<file path="src/rtl/os_link_seq.sv">
// Link bring-up sequencer: IDLE -> SLOS1 -> SLOS2 -> TS1 -> TS2 -> DATA, with per-phase timeout to ERROR.
// Outputs registered (one cycle after the deciding edge); no backpressure, os_sent pulses are simply counted.
module os_link_seq #(
    parameter int SLOS_N = 2,
    parameter int TS1_N  = 16,
    parameter int TS2_N  = 8,
    parameter int RX_M   = 8,
    parameter int TMO    = 1023
) (
    input  logic       fsm_clk,
    input  logic       rst,
    input  logic       start,
    input  logic       abort,
    input  logic       os_sent,
    input  logic       rx_lanes_on,
    input  logic [3:0] os_in_l0,
    input  logic [3:0] os_in_l1,
    output logic [3:0] d_sel,
    output logic       data_os,
    output logic       link_up,
    output logic       err,
    output logic [2:0] state
);

    localparam int CW = 16;

    typedef enum logic [2:0] {
        S_IDLE  = 3'd0,
        S_SLOS1 = 3'd1,
        S_SLOS2 = 3'd2,
        S_TS1   = 3'd3,
        S_TS2   = 3'd4,
        S_DATA  = 3'd5,
        S_ERROR = 3'd6
    } state_t;

    state_t          state_q, state_d;
    logic [CW-1:0]   tx_cnt_q, tx_cnt_d;
    logic [CW-1:0]   rx_cnt_q, rx_cnt_d;
    logic [CW-1:0]   tmo_cnt_q, tmo_cnt_d;
    logic [3:0]      d_sel_q;
    logic            data_os_q, link_up_q, err_q;

    logic [3:0]      phase_code;
    logic [CW-1:0]   tx_target;
    logic            in_phase, in_ts, exit_ok, lane_bad;

    function automatic logic [3:0] code_of(input state_t s);
        case (s)
            S_SLOS1: return 4'h1;
            S_SLOS2: return 4'h2;
            S_TS1:   return 4'h3;
            S_TS2:   return 4'h4;
            S_DATA:  return 4'h8;
            default: return 4'h0;
        endcase
    endfunction

    always_comb begin
        phase_code = code_of(state_q);
        in_phase   = (state_q == S_SLOS1) || (state_q == S_SLOS2) ||
                     (state_q == S_TS1)   || (state_q == S_TS2);
        in_ts      = (state_q == S_TS1) || (state_q == S_TS2);
        case (state_q)
            S_SLOS1, S_SLOS2: tx_target = CW'(SLOS_N);
            S_TS1:            tx_target = CW'(TS1_N);
            S_TS2:            tx_target = CW'(TS2_N);
            default:          tx_target = '0;
        endcase
        // exits look only at registered counts, so the completing os_sent takes effect one cycle later
        exit_ok = in_phase && (tx_cnt_q == tx_target) &&
                  (!in_ts || (rx_cnt_q == CW'(RX_M)));

        tx_cnt_d = tx_cnt_q;
        if (in_phase && os_sent && (tx_cnt_q < tx_target))
            tx_cnt_d = tx_cnt_q + 1'b1;

        tmo_cnt_d = tmo_cnt_q;
        if (in_phase && (tmo_cnt_q < CW'(TMO)))
            tmo_cnt_d = tmo_cnt_q + 1'b1;

        lane_bad = ((os_in_l0 != 4'h0) && (os_in_l0 != phase_code)) ||
                   ((os_in_l1 != 4'h0) && (os_in_l1 != phase_code));
        rx_cnt_d = '0;
        if (in_ts && rx_lanes_on) begin
            if ((os_in_l0 == phase_code) && (os_in_l1 == phase_code)) begin
                if (rx_cnt_q < CW'(RX_M))
                    rx_cnt_d = rx_cnt_q + 1'b1;
                else
                    rx_cnt_d = rx_cnt_q;
            end else if (!lane_bad) begin
                rx_cnt_d = rx_cnt_q;
            end
        end

        state_d = state_q;
        case (state_q)
            S_IDLE, S_ERROR: if (start) state_d = S_SLOS1;
            S_SLOS1: if (exit_ok) state_d = S_SLOS2;
                     else if (tmo_cnt_q == CW'(TMO)) state_d = S_ERROR;
            S_SLOS2: if (exit_ok) state_d = S_TS1;
                     else if (tmo_cnt_q == CW'(TMO)) state_d = S_ERROR;
            S_TS1:   if (exit_ok) state_d = S_TS2;
                     else if (tmo_cnt_q == CW'(TMO)) state_d = S_ERROR;
            S_TS2:   if (exit_ok) state_d = S_DATA;
                     else if (tmo_cnt_q == CW'(TMO)) state_d = S_ERROR;
            default: state_d = state_q;
        endcase
        if (abort)
            state_d = S_IDLE;

        if (state_d != state_q) begin
            tx_cnt_d  = '0;
            rx_cnt_d  = '0;
            tmo_cnt_d = '0;
        end
    end

    always_ff @(posedge fsm_clk or posedge rst) begin
        if (rst) begin
            state_q   <= S_IDLE;
            tx_cnt_q  <= '0;
            rx_cnt_q  <= '0;
            tmo_cnt_q <= '0;
            d_sel_q   <= 4'h0;
            data_os_q <= 1'b0;
            link_up_q <= 1'b0;
            err_q     <= 1'b0;
        end else begin
            state_q   <= state_d;
            tx_cnt_q  <= tx_cnt_d;
            rx_cnt_q  <= rx_cnt_d;
            tmo_cnt_q <= tmo_cnt_d;
            d_sel_q   <= code_of(state_d);
            data_os_q <= (state_d == S_SLOS1) || (state_d == S_SLOS2) ||
                         (state_d == S_TS1)   || (state_d == S_TS2);
            link_up_q <= (state_d == S_DATA);
            err_q     <= (state_d == S_ERROR);
        end
    end

    assign d_sel   = d_sel_q;
    assign data_os = data_os_q;
    assign link_up = link_up_q;
    assign err     = err_q;
    assign state   = state_q;

endmodule

</file>
<file path="config.mk">
export PLATFORM = sky130hd
export DESIGN_NAME = os_link_seq
export DESIGN_NICKNAME = d
export VERILOG_FILES = /design/src/rtl/os_link_seq.sv
export SDC_FILE = /design/constraint.sdc
export NUM_CORES = 1
export LEC_CHECK = 0
export CAP_MARGIN = 10
export CORE_ASPECT_RATIO = 1.25
export CORE_MARGIN = 2
export CORE_UTILIZATION = 40
export CTS_BUF_LIST = sky130_fd_sc_hd__clkbuf_4
export DETAILED_ROUTE_END_ITERATION = 10
export HOLD_SLACK_MARGIN = 0.03
export PLACE_DENSITY = 0.69
export SLEW_MARGIN = 20
export SYNTH_ARGS = -nofsm -noshare
export SYNTH_HDL_FRONTEND = slang
export SYNTH_SLANG_ARGS = --single-unit
</file>
<file path="constraint.sdc">
create_clock -name fsm_clk -period 4.2 [get_ports fsm_clk]
set_input_delay 0.42 -clock fsm_clk [delete_from_list [all_inputs] [get_ports fsm_clk]]
set_output_delay 0.42 -clock fsm_clk [all_outputs]
set_load 0.005 [all_outputs]
</file>
==> flow_summary_export.csv, run 1 <==
group,metric,value,unit
status,status,"completed",
setup_path,endpoint_kind,"flop",
floorplanning,die_h,102,um
clock_network,insertion_delay,0.40,ns
yosys,synth_cell_types,62,
power,power_density,544,nW/um^2
setup_path,critPathMaxFanout,15,
yosys,synth_commonest_cells,"57 x dfrtp_1, 26 x nor2_1, 17 x and2_1, 17 x and3_1, 13 x nand2_1",
yosys,synth_edf_count,0,
yosys,async_flop_share,100,%
global_routing,track_usage,16.3,%
cells_and_area,nets,335,
yosys,synthFlopType,"dfrtp_1",
floorplanning,core,7400,um^2
clock_network,tritoncts,"yes",
floorplanning,rows,35,
floorplanning,io_pins,24,
floorplanning,initial_core_util,41.3,%
setup_path,arrival,4.17,ns
yosys,synth_warnings,0,
timing,tns,0,ns
clock_network,cts_resized,0,
clock_network,htree_num_levels,3,
setup_path,r2r-end,"tmo_cnt_q[5]",
yosys,avgSynthCellArea,10.6,um^2
power,vdd_drop_max,0.266,mV
timing,fin_skew,0.0165,ns
drt,drt_iter0_drc,123,
global_routing,grt_pass1_wl,10200,um
yosys,synthTopCellsByArea,"dfrtp_1 47%, nor2_4 3.7%, and2_1 3.5%, and3_1 3.5%, nor2_1 3.2%",
drt,viasPerCell,5.42,
cells_and_area,synthToLayoutAreaGrowth,16.0,%
setup_path,start_kind,"flop",
yosys,synth_area,3050,um^2
drt,wl_per_cell,14.7,um
cells_and_area,utilization,47.9,%
cells_and_area,fill_cells,693,
setup_path,crit_type,"flop to flop",
yosys,yosys.area.top_type_share,46.7,%
setup_path,max_stage_delay,0.56,ns
timing,timing.max_slew.rel_slack,49.8,%
setup_path,reg2regPathDepth,10,
clock_network,cts_setup_buffers,0,
setup_path,crit_chain,"or3b_1 > ha_1 > nor4bb_1 > nand4_1 > a211o_1 > a31oi_1 > nor2b_1 > a2111o_1 > buf_4 > nor2_1",
global_routing,grt_overflow,0,
timing,fin_ws,0.301,ns
clock_network,cts_hold_buffers,0,
global_routing,grt_pass1_vias,2188,
clock_network,path_clk_slew,0.10,ns
setup_path,worstPathRequired,4.47,ns
timing,drv_slew,0,
clock_network,numClockSinks,57,
yosys,yosysMostFrequentCell,"dfrtp_1",
setup_path,r2r_start,"state[0]",
placed_design,io_buffers,23,
power,leakagePower,1.62,nW
yosys,syn_nets,308,
global_routing,grt_max_degree,32,
drt,wl,6040,um
timing,setup_viol,0,
drt,ant_nets,0,
timing,rsz0062_at_grt,"false",
floorplanning,die-area,8350,um^2
yosys,syn_inst,287,
hold_path,hold_class,"input pin to asynchronous set/reset pin",
timing,fin_crit_sh,92.8,%
clock_network,numCtsBuffers,9,
global_routing,antenna_found_initial,0,
yosys,ys_seq_area_share,46.7,%
job,maxCapViolations,0,
cells_and_area,drive_gt1_share,15.7,%
yosys,synth_top_cell_by_area,"dfrtp_1",
timing,worstMarginPinSlew,0.753,ns
floorplanning,die_width,82.1,um
timing,timing.fmax,256,MHz
clock_network,root_buffer,"clkbuf_4",
timing,period_minus_slack,3.90,ns
placed_design,post-place-ws,0.376,ns
clock_network,cts_buffer_depth,2,
setup_path,path_buf_inv,1,
placed_design,dp_hpwl,4310,um
power,p_total,1.93,mW
placed_design,routabilityCongestion,0.901,
setup_path,path_delay_family,"simple AND/OR/NAND/NOR gates",
drt,dr.pass1.iters,4,
cells_and_area,n_antenna_cell,0,
drt,drc,0,
drt,num_vias,2229,
timing,finalHoldViolations,0,
setup_path,rrSetupSlack,0.30,ns
yosys,synth_seq_cells,57,
setup_path,slowest_stage,"or3b_1",
stage by stage:
step	area [um^2]	hold slack, ns	cells
after floorplan	3050	0.454	287
after global routing	3540	0.402	411
after detailed placement	3360	0.476	395
after CTS	3540	0.383	411
final	3540	0.380	411
after global placement	3350	0.472	394
layout by cell type (no fill, tap or decap), types with 7 or more instances in the layout:
master,Yosys,routed
and2_1,17,17
clkbuf_4,0,10
ha_1,7,7
nand3_1,8,8
inv_1,8,7
xnor2_1,7,7
dfrtp_1,57,57
clkdlybuf4s50_1,0,23
buf_4,2,8
xor2_1,8,8
and3_1,17,17
nand2_1,13,13
nor2_1,26,26
nor2_4,10,10
nand2b_1,9,9
worst max path at each step:
stage	startpoint	end	slack, ns	cells past startpoint
2_1_floorplan	state[2]	tx_cnt_q[1]	1.06	14
3_3_place_gp	state[2]	rx_cnt_q[3]	0.29	11
3_5_place_dp	state[0]	tmo_cnt_q[9]	0.38	10
4_1_cts	state[0]	tmo_cnt_q[5]	0.31	10
5_1_grt	state[0]	tmo_cnt_q[5]	0.02	10
6_report	state[0]	tmo_cnt_q[5]	0.30	10
per-layer routing:
layer | vias up | global-route usage (%) | wire length, um
met3 | 16 | 3.30 | 217
met2 | 54 | 25.0 | 2870
met5 | - | 0 | 0
met1 | 1071 | 20.8 | 2730
li1 | 1088 | - | -
met4 | 0 | 10.3 | 221
report_power, final:
part,internal [mW],switching [mW],leakage (nW)
logic,0.326,0.469,0.736
registers,0.584,0.0420,0.792
clock network,0.305,0.200,0.0940
kinds of logic (layout without fill, tap and decap cells):
logic type	Yosys count	after routing	share of synthesized area [%]
AO/OA/AOI/OAI	39	39	11.5
adder cells (fa/ha/maj)	7	7	2.87
XOR/XNOR	15	15	4.30
buffers and inverters	24	56	4.30
multiplexers	4	4	1.35
flip-flops	57	57	46.7
AND/OR/NAND/NOR	141	141	28.9
worst reg2reg max path, cell delays in order (launching register included):
cell      delay [ns]
dfrtp_1         0.53
or3b_1          0.56
ha_1            0.37
nor4bb_1        0.29
nand4_1         0.18
a211o_1         0.32
a31oi_1         0.29
nor2b_1         0.41
a2111o_1        0.35
buf_4           0.37
nor2_1          0.10
sequential cells by signal, indices dropped and copies added, names as in the netlist:
name / cells
rx_cnt_q: 16
tmo_cnt_q: 16
tx_cnt_q: 16
err: 1
d_sel: 4
state: 3
data_os: 1
cell type report:
type	count	area (um^2)	share of cell area, %
well taps	92	115	3.25
flip-flops and latches	57	1430	40.3
repair buffers	31	290	8.19
clock inverters	6	106	3.00
clock buffers	10	75.1	2.12
inverters	9	33.8	0.954
multi-input cells	206	1500	42.2
No activity file was read; power rests on OpenSTA's default activity.
==> run 2: changes to the inputs <==
PLACE_DENSITY = 0.72   (was 0.69)
SKIP_CTS_REPAIR_TIMING = 1   (was default)
TNS_END_PERCENT = 5   (was default)
clock period = 3.55 ns   (was 4.2 ns; I/O delays follow)
==> run 2 against run 1 <==
  * First-iteration DRC count fell by 14%
  * Via count rose by 2.6%
  * Cell count rose by 2.7%
  * Global-route usage rose by 0.80 points
  * Sequential power rose by 15%
  * Clock skew fell by 0.0012 ns
  * Die area did not move
  * Critical path type unchanged
  * Highest routed layer unchanged
==> flow_summary_export.csv, run 2 (same netlist as run 1, synthesis figures left out) <==
group,metric,value,unit
clock_network,numCtsBuffers,9,
power,sequentialPowerShare,31.7,%
setup_path,crit_chain,"buf_4 > or3b_1 > ha_1 > nor4bb_1 > nand4_1 > a211o_1 > a31oi_1 > nor2b_1 > a2111oi_4 > buf_4 > and3_1",
setup_path,crit_top_cell,"buf_4",
floorplanning,io_pins,24,
global_routing,grt_pass1_wl,10600,um
floorplanning,core,7400,um^2
setup_path,worstPathRequired,3.85,ns
power,p_sw,0.872,mW
setup_path,arrival,3.63,ns
job,maxCapViolations,0,
drt,drc,0,
setup_path,max_stage_delay,0.41,ns
cells_and_area,fill_cells,690,
cells_and_area,fin_cells,422,
power,power_density,635,nW/um^2
drt,wl_per_cell,14.9,um
power,power_frac_clock,20.3,%
clock_network,root_buffer,"clkbuf_4",
cells_and_area,synthToLayoutAreaGrowth,17.4,%
clock_network,tritoncts,"yes",
cells_and_area,final_cell_mix,"57 x dfrtp_1, 26 x nor2_1, 23 x clkdlybuf4s50_1",
timing,worstMarginPinSlew,0.842,ns
drt,viasPerCell,5.42,
setup_path,crit_type,"flop to flop",
drt,ant_nets,0,
power,sw_frac_of_total,38.3,%
floorplanning,die_h,102,um
placed_design,placed_cells,401,
floorplanning,die-area,8350,um^2
setup_path,r2r_start,"state[2]",
setup_path,endpoint_kind,"flop",
global_routing,antenna_found_initial,1,
cells_and_area,multi_input_area,1500,um^2
timing,rsz0062_at_grt,"false",
timing,setup_viol,0,
timing,fin_ws,0.221,ns
timing,fin_skew,0.0153,ns
timing,timing.max_slew.rel_slack,43.8,%
power,power.internal,1.41,mW
power,leakagePower,1.65,nW
clock_network,path_clk_slew,0.10,ns
cells_and_area,nets,345,
setup_path,critPathMaxFanout,22,
setup_path,start_kind,"flop",
placed_design,dpl_cell_area,3420,um^2
floorplanning,die_width,82.1,um
cells_and_area,mostFrequentLayoutCell,"dfrtp_1",
timing,tns,0,ns
timing,drv_slew,0,
cells_and_area,final_area,3580,um^2
clock_network,htree_num_levels,3,
drt,wl,6290,um
global_routing,track_usage,17.1,%
timing,fin_crit_sh,93.8,%
cells_and_area,reg.largest.list,"rx_cnt_q: 16 flops, tmo_cnt_q: 16 flops, tx_cnt_q: 16 flops",
cells_and_area,drive_gt1_share,17.9,%
clock_network,numClockSinks,57,
timing,finalHoldViolations,0,
setup_path,critPathLaunch,"state[2]",
drt,dr.pass1.iters,4,
cells_and_area,utilization,48.4,%
placed_design,dp_hpwl,4440,um
hold_path,hold_class,"input pin to asynchronous set/reset pin",
timing,period_minus_slack,3.33,ns
placed_design,routabilityCongestion,0.887,
timing,timing.fmax,300,MHz
status,status,"completed",
power,vdd_drop_max,0.252,mV
cells_and_area,final-seq-area,1430,um^2
global_routing,grt_pass1_vias,2257,
power,p_total,2.28,mW
global_routing,grt_max_degree,40,
drt,num_vias,2286,
timing,hold_slack,0.431,ns
clock_network,cts_buffer_depth,2,
placed_design,post-place-ws,-0.0882,ns
setup_path,slowest_stage,"or3b_1",
global_routing,grt_overflow,0,
floorplanning,rows,35,
placed_design,io_buffers,23,
power,combPwrFrac,47.9,%
clock_network,insertion_delay,0.41,ns
floorplanning,initial_core_util,41.3,%
drt,drt_iter0_drc,106,
## run 2: cell types whose count changed in the layout (fill, tap and decap cells not counted), sizes merged
cell / previous run / this run
clkinv: 2 / 4
diode: 0 / 1
bufinv: 3 / 1
buf: 8 / 18
## run 2: layout make-up
type / instances / area share (%)
diodes: 1 / 0.0698
clock buffers: 10 / 2.09
clock inverters: 6 / 1.64
inverters: 9 / 0.942
multi-input cells: 206 / 41.7
flip-flops and latches: 57 / 39.8
well taps: 92 / 3.21
repair buffers: 41 / 10.5
## run 2: power by group through the flow
| stage | logic [mW] | clock network (mW) | registers (mW) |
|---|---|---|---|
| after floorplan | 0.774 | 0 | 0.733 |
| after global placement | 1.01 | 0 | 0.733 |
| after detailed placement | 1.03 | 0 | 0.737 |
| after CTS | 1.03 | 0.480 | 0.724 |
| after global routing | 1.20 | 0.510 | 0.730 |
| final | 1.09 | 0.464 | 0.723 |
## run 2: path summary, 6_finish.rpt
kind / endpoint / slack, ns / cells after the start
worst min-delay path: tmo_cnt_q[11] / 0.43 / 2
worst max register to register: rx_cnt_q[12] / 0.22 / 11
worst min register to register: tx_cnt_q[10] / 0.50 / 1
min in group fsm_clk: tx_cnt_q[10] / 0.50 / 1
worst max-delay path: rx_cnt_q[12] / 0.22 / 11
max in group asynchronous: rx_cnt_q[0] / 2.36 / 3
## run 2: worst max-delay path, delay by kind of cell, from the launching register on
| family | cells | cell delay (ns) |
|---|---|---|
| and+or+nand+nor | 5 | 1.37 |
| adders and majority gates | 1 | 0.32 |
| buffers and inverters | 2 | 0.45 |
| AOI/OAI and AO/OA | 3 | 0.72 |
| DFF | 1 | 0.36 |
## run 2: metal layers
layer | vias to the layer above | part of all wire (%) | GRT usage [%]
met2 | 49 | 51 | 26.5
met1 | 1129 | 44 | 21.6
li1 | 1102 | - | -
met4 | 0 | 1.2 | 8.33
met3 | 6 | 4.2 | 5.08
met5 | - | 0 | 0
